## config.mk

```make
export PLATFORM = sky130hd
export DESIGN_NAME = mdu_iter_core
export DESIGN_NICKNAME = d
export VERILOG_FILES = /design/src/rtl/mdu_iter_core.sv
export SDC_FILE = /design/constraint.sdc
export NUM_CORES = 1
export LEC_CHECK = 0
export ABC_AREA = 1
export BUFFER_PORTS_ARGS = -buffer_cell sky130_fd_sc_hd__buf_2
export CORE_ASPECT_RATIO = 0.7
export CORE_MARGIN = 3
export CORE_UTILIZATION = 45
export DETAILED_ROUTE_END_ITERATION = 8
export PLACE_DENSITY = 0.73
export REMOVE_ABC_BUFFERS = 1
export SLEW_MARGIN = 20
export SYNTH_ARGS = -nofsm -noshare
export SYNTH_HDL_FRONTEND = slang
export SYNTH_SLANG_ARGS = --single-unit
```

## constraint.sdc

```tcl
create_clock -name clk -period 2.4 [get_ports clk]
set_input_delay 0.72 -clock clk [delete_from_list [all_inputs] [get_ports clk]]
set_output_delay 0.72 -clock clk [all_outputs]
set_load 0.05 [all_outputs]
```

## src/rtl/mdu_iter_core.sv

```systemverilog
// mdu_iter_core: iterative 32-bit multiply/divide unit, one radix-2 step per cycle.
//   clk, reset    : clock and synchronous active-high reset
//   start, op     : request and opcode (0 mult, 1 multu, 2 div, 3 divu)
//   a, b          : multiplicand/dividend, multiplier/divisor
//   flush         : cancel the in-flight operation
//   busy, done    : operation in progress, one-cycle completion pulse
//   hi, lo        : result registers (upper/remainder, lower/quotient)
module mdu_iter_core (
   input  logic        clk,
   input  logic        reset,
   input  logic        start,
   input  logic [1:0]  op,
   input  logic [31:0] a,
   input  logic [31:0] b,
   input  logic        flush,
   output logic        busy,
   output logic        done,
   output logic [31:0] hi,
   output logic [31:0] lo
);
   typedef enum logic [1:0] {IDLE, CALC, FIX} state_t;

   state_t      state;
   logic [5:0]  cnt;
   logic [1:0]  op_r;
   logic        sign_a, sign_b;
   logic [31:0] mcand;   // |b|: multiplicand for mult, divisor for div
   logic [63:0] acc;     // mult: product/multiplier; div: acc[31:0] dividend -> quotient
   logic [32:0] rem;     // partial remainder

   // Operand preparation: signed ops work on magnitudes.
   logic        sa, sb;
   logic [31:0] abs_a, abs_b;
   assign sa    = ~op[0] & a[31];
   assign sb    = ~op[0] & b[31];
   assign abs_a = sa ? -a : a;
   assign abs_b = sb ? -b : b;

   // Multiply step: conditional add into the upper half, then shift right.
   logic [32:0] mul_sum;
   assign mul_sum = {1'b0, acc[63:32]} + (acc[0] ? {1'b0, mcand} : 33'd0);

   // Restoring divide step: shift in next dividend bit, trial-subtract divisor.
   logic [32:0] div_shift;
   logic [33:0] div_diff;
   logic        div_ok;
   assign div_shift = {rem[31:0], acc[31]};
   assign div_diff  = {1'b0, div_shift} - {2'b0, mcand};
   assign div_ok    = ~div_diff[33];

   // Sign correction. Unsigned ops never set sign_a/sign_b.
   logic [63:0] prod_fix;
   logic [31:0] quo_fix, rem_fix;
   assign prod_fix = (sign_a ^ sign_b) ? -acc : acc;
   assign quo_fix  = (sign_a ^ sign_b) ? -acc[31:0] : acc[31:0];
   assign rem_fix  = sign_a ? -rem[31:0] : rem[31:0];

   always_ff @(posedge clk) begin
      if (reset) begin
         state  <= IDLE;
         cnt    <= '0;
         op_r   <= '0;
         sign_a <= 1'b0;
         sign_b <= 1'b0;
         mcand  <= '0;
         acc    <= '0;
         rem    <= '0;
         busy   <= 1'b0;
         done   <= 1'b0;
         hi     <= '0;
         lo     <= '0;
      end else begin
         case (state)
            IDLE: begin
               done <= 1'b0;
               if (start && !flush) begin
                  op_r   <= op;
                  sign_a <= sa;
                  sign_b <= sb;
                  acc    <= {32'd0, abs_a};
                  mcand  <= abs_b;
                  rem    <= '0;
                  cnt    <= '0;
                  busy   <= 1'b1;
                  state  <= CALC;
               end
            end
            CALC: begin
               if (flush) begin
                  busy  <= 1'b0;
                  done  <= 1'b0;
                  state <= IDLE;
               end else begin
                  if (op_r[1]) begin
                     rem       <= div_ok ? div_diff[32:0] : div_shift;
                     acc[31:0] <= {acc[30:0], div_ok};
                  end else begin
                     acc <= {mul_sum, acc[31:1]};
                  end
                  cnt <= cnt + 6'd1;
                  if (cnt == 6'd31) state <= FIX;
               end
            end
            FIX: begin
               if (flush) begin
                  busy  <= 1'b0;
                  done  <= 1'b0;
                  state <= IDLE;
               end else begin
                  if (!op_r[1]) begin
                     hi <= prod_fix[63:32];
                     lo <= prod_fix[31:0];
                  end else if (mcand == 32'd0) begin
                     // With a zero divisor every trial succeeds, so rem ends as |a|;
                     // re-applying the dividend sign recovers the original a bits.
                     hi <= rem_fix;
                     lo <= 32'hFFFF_FFFF;
                  end else begin
                     hi <= rem_fix;
                     lo <= quo_fix;
                  end
                  done  <= 1'b1;
                  busy  <= 1'b0;
                  state <= IDLE;
               end
            end
            default: begin
               busy  <= 1'b0;
               done  <= 1'b0;
               state <= IDLE;
            end
         endcase
      end
   end
endmodule

```

==> run_results.csv <==
group,metric,value,unit
run_status,status,"finished, final reports clean",
synthesis,synth.area.mux_share,0,%
setup_path,cp-end-kind,"register",
placed_design,post-dp-hpwl,56700,um
synthesis,yosys.area.top_type,"dfxtp_1",
synthesis,dominantRegCellSynth,"dfxtp_1",
floorplan,ioPinCount,136,
detailed_routing,wl_per_cell,18.2,um
detailed_routing,wl,71100,um
flow_run,maxCapViolCount,0,
floorplan,design.core.area,38700,um2
setup_path,critPathLaunchType,"register",
timing,holdWs,444,ps
synthesis,avgSynthCellArea,5.73,um2
timing,worst_pin_slew,681,ps
setup_path,cp.arrival,2770,ps
floorplan,die_h,172,um
setup_path,startpoint,"acc[0]",
timing,rsz0062_at_grt,"yes",
global_routing,grt_pass1_wl,108000,um
synthesis,yosysSeqAreaShare,23.1,%
floorplan,dieArea,41900,um2
synthesis,synth_top_family_by_area,"simple AND/OR/NAND/NOR gates",
synthesis,synthCells,3100,
synthesis,synth-edff-count,0,
timing,min_period,2380,ps
detailed_routing,first_iter_violations,2809,
synthesis,async_flop_share,0,%
min_path,hold_start,"op[1]",
finish,layout_common_cells,"830 x nand2_1, 385 x inv_1, 342 x nor2_1",
cts,cts_buffers,22,
setup_path,path_class,"reg2reg",
global_routing,grt_pass1_vias,19100,
synthesis,yosys_warnings,0,
setup_path,cp_max_fo,31,
setup_path,r2r_start,"acc[0]",
pwr,power_density,462,nW/um2
floorplan,start_util,45.9,%
timing,setup_viol,0,
detailed_routing,drtPass1Iterations,6,
placed_design,dpl.cell_count,3863,
min_path,hp-class,"in2reg",
cts,htreeDepth,1,
synthesis,synth_fa_ha_area_share,5.09,%
finish,n_antenna_cell,0,
detailed_routing,final_antenna_net_count,0,
setup_path,critical_path_required,2790,ps
pwr,peakVddDrop,0.447,mV
synthesis,synthTopCellsByArea,"dfxtp_1 23%, nand2_1 18%, nand3_1 9.0%",
cts,insertion_delay,540,ps
global_routing,antenna_found_initial,2,
synthesis,synthSimpleGateAreaFrac,40.0,%
timing,max_freq,0.420,GHz
cts,cts_tree,"built",
synthesis,synth_compound_gate_area_share,18.0,%
placed_design,portBuffers,135,
cts,clockBufferDepth,3,
global_routing,grt_start_max_net_pins,53,
timing,slew_headroom,54.6,%
cts,clock-root-buffer,"clkbuf_16",
finish,area_growth,21.3,%
cts,hold_buffers,0,
detailed_routing,drc,0,
synthesis,synth_top_area_share,23.1,%
synthesis,syn_area,17800,um2
timing,clock_skew,12.2,ps
timing,final_max_slew_viol_count,0,
pwr,p_leak,10.8,nW
timing,hold_viol,0,
timing,setup_tns,0,ps
finish,drive_above_1_share,16.3,%
synthesis,synthXorXnorAreaFrac,2.27,%
timing,fin_crit_sh,99.2,%
synthesis,ys_types,53,
detailed_routing,num_vias,21800,
synthesis,synth_seq_cells,205,
floorplan,rows,60,
cts,path_clk_slew,70,ps
finish,finalNonFillerCells,3905,
finish,final_core_util,55.7,%
cts,cts_sinks,205,
detailed_routing,vias_per_cell,5.59,
global_routing,grt.overflow.total,0,
floorplan,die_w,243,um
finish,mostFrequentLayoutCell,"nand2_1",
global_routing,groute.usage.overall,32.7,%
placed_design,gp_congestion,1.10,
finish,nets,3505,
[state kept, by name (all words and copies together), names as in the netlist]
register	count
hi	32
cnt	6
state	2
mcand	32
busy	1
rem	32
sign_b	1
done	1
op_r	1
acc	64
sign_a	1
lo	32
[critical path, stage by stage (launching register included)]
cell     delay, ps
dfxtp_2        340
buf_12         160
nand2_1         80
inv_1           50
ha_1           420
nand2_1        130
nor2_1         280
nand2_1        130
nor2_1         250
nor2_1         120
nand2_1         80
nand2_1         50
nand3_1         60
a21oi_1         60
[synthesized netlist by cell type (2+ instances only)]
cell type	number
nor2_4	4
o21ai_1	10
inv_4	2
xnor2_1	19
nor4_1	3
nand2_2	6
clkinv_1	2
or2_2	17
o21a_1	8
o211ai_1	8
inv_2	10
nand3_1	321
or2_0	2
o221ai_1	13
buf_2	32
buf_4	6
buf_1	8
nor3b_1	2
a22oi_1	3
fa_1	2
o21bai_1	7
nand4_1	40
o21ai_0	199
dfxtp_1	205
o21ai_2	2
a31oi_1	22
and2_1	3
nor2_1	356
nand3_2	3
nand3b_1	20
nand2_1	848
a21o_1	4
nor3_1	39
inv_1	411
a221oi_1	13
ha_1	69
o22ai_1	23
nor2_2	9
o32ai_2	5
clkbuf_1	54
a21oi_1	252
xor2_1	27
[cell families after synthesis]
kind of cell             count (synthesis)
buffers and inverters                  526
XOR/XNOR                                46
AND/OR/NAND/NOR                       1676
flip-flops                             205
adder cells (fa/ha/maj)                 71
AO/OA/AOI/OAI                          576
[where the power goes]
group	switching, mW	total (mW)	internal, mW
sequential	0.112	3.61	3.50
clock	1.60	3.65	2.05
combinational	1.76	2.68	0.925
[per-layer routing]
layer / track usage (%) / share of wire (%) / vias up
met1: 49.7 / 46 / 9953
met5: 0 / 0.038 / -
met4: 7.37 / 2.4 / 4
met2: 44.6 / 38 / 1139
li1: - / - / 10700
met3: 9.81 / 14 / 100
[cell type report]
| class | instances | area [um2] |
|---|---|---|
| Clock buffer | 31 | 666 |
| Tap cell | 527 | 659 |
| Sequential cell | 205 | 4120 |
| Fill cell | 4016 | 17100 |
| Timing Repair Buffer | 341 | 2390 |
| Inverter | 425 | 1600 |
| Multi-Input combinational cell | 2369 | 12000 |
| Clock inverter | 7 | 77.6 |
[stage by stage]
step	total power, mW	setup slack (ps)	area, um2
floorplan	5.11	-3830	17300
global placement	6.18	-7.74	20300
detailed placement	6.18	-69.0	20300
CTS	9.77	31.5	21100
global route	10.3	-29.4	21500
finish	9.94	20.4	21500
[worst paths after layout]
check / to / slack [ps] / depth (start not counted)
max: acc[61] / 20 / 13
min: op_r[1] / 440 / 3
max reg2reg: acc[61] / 20 / 13
min reg2reg: hi[0] / 470 / 2
[what timing repair did]
action / in CTS / in global routing
endpoints found under the setup margin: 7 / 62
pin swaps: 0 / 10
gates cloned: 0 / 0
setup buffers: 0 / 4
resized for setup: 3 / 121
Note: power is estimated with default switching activity, not from simulation.
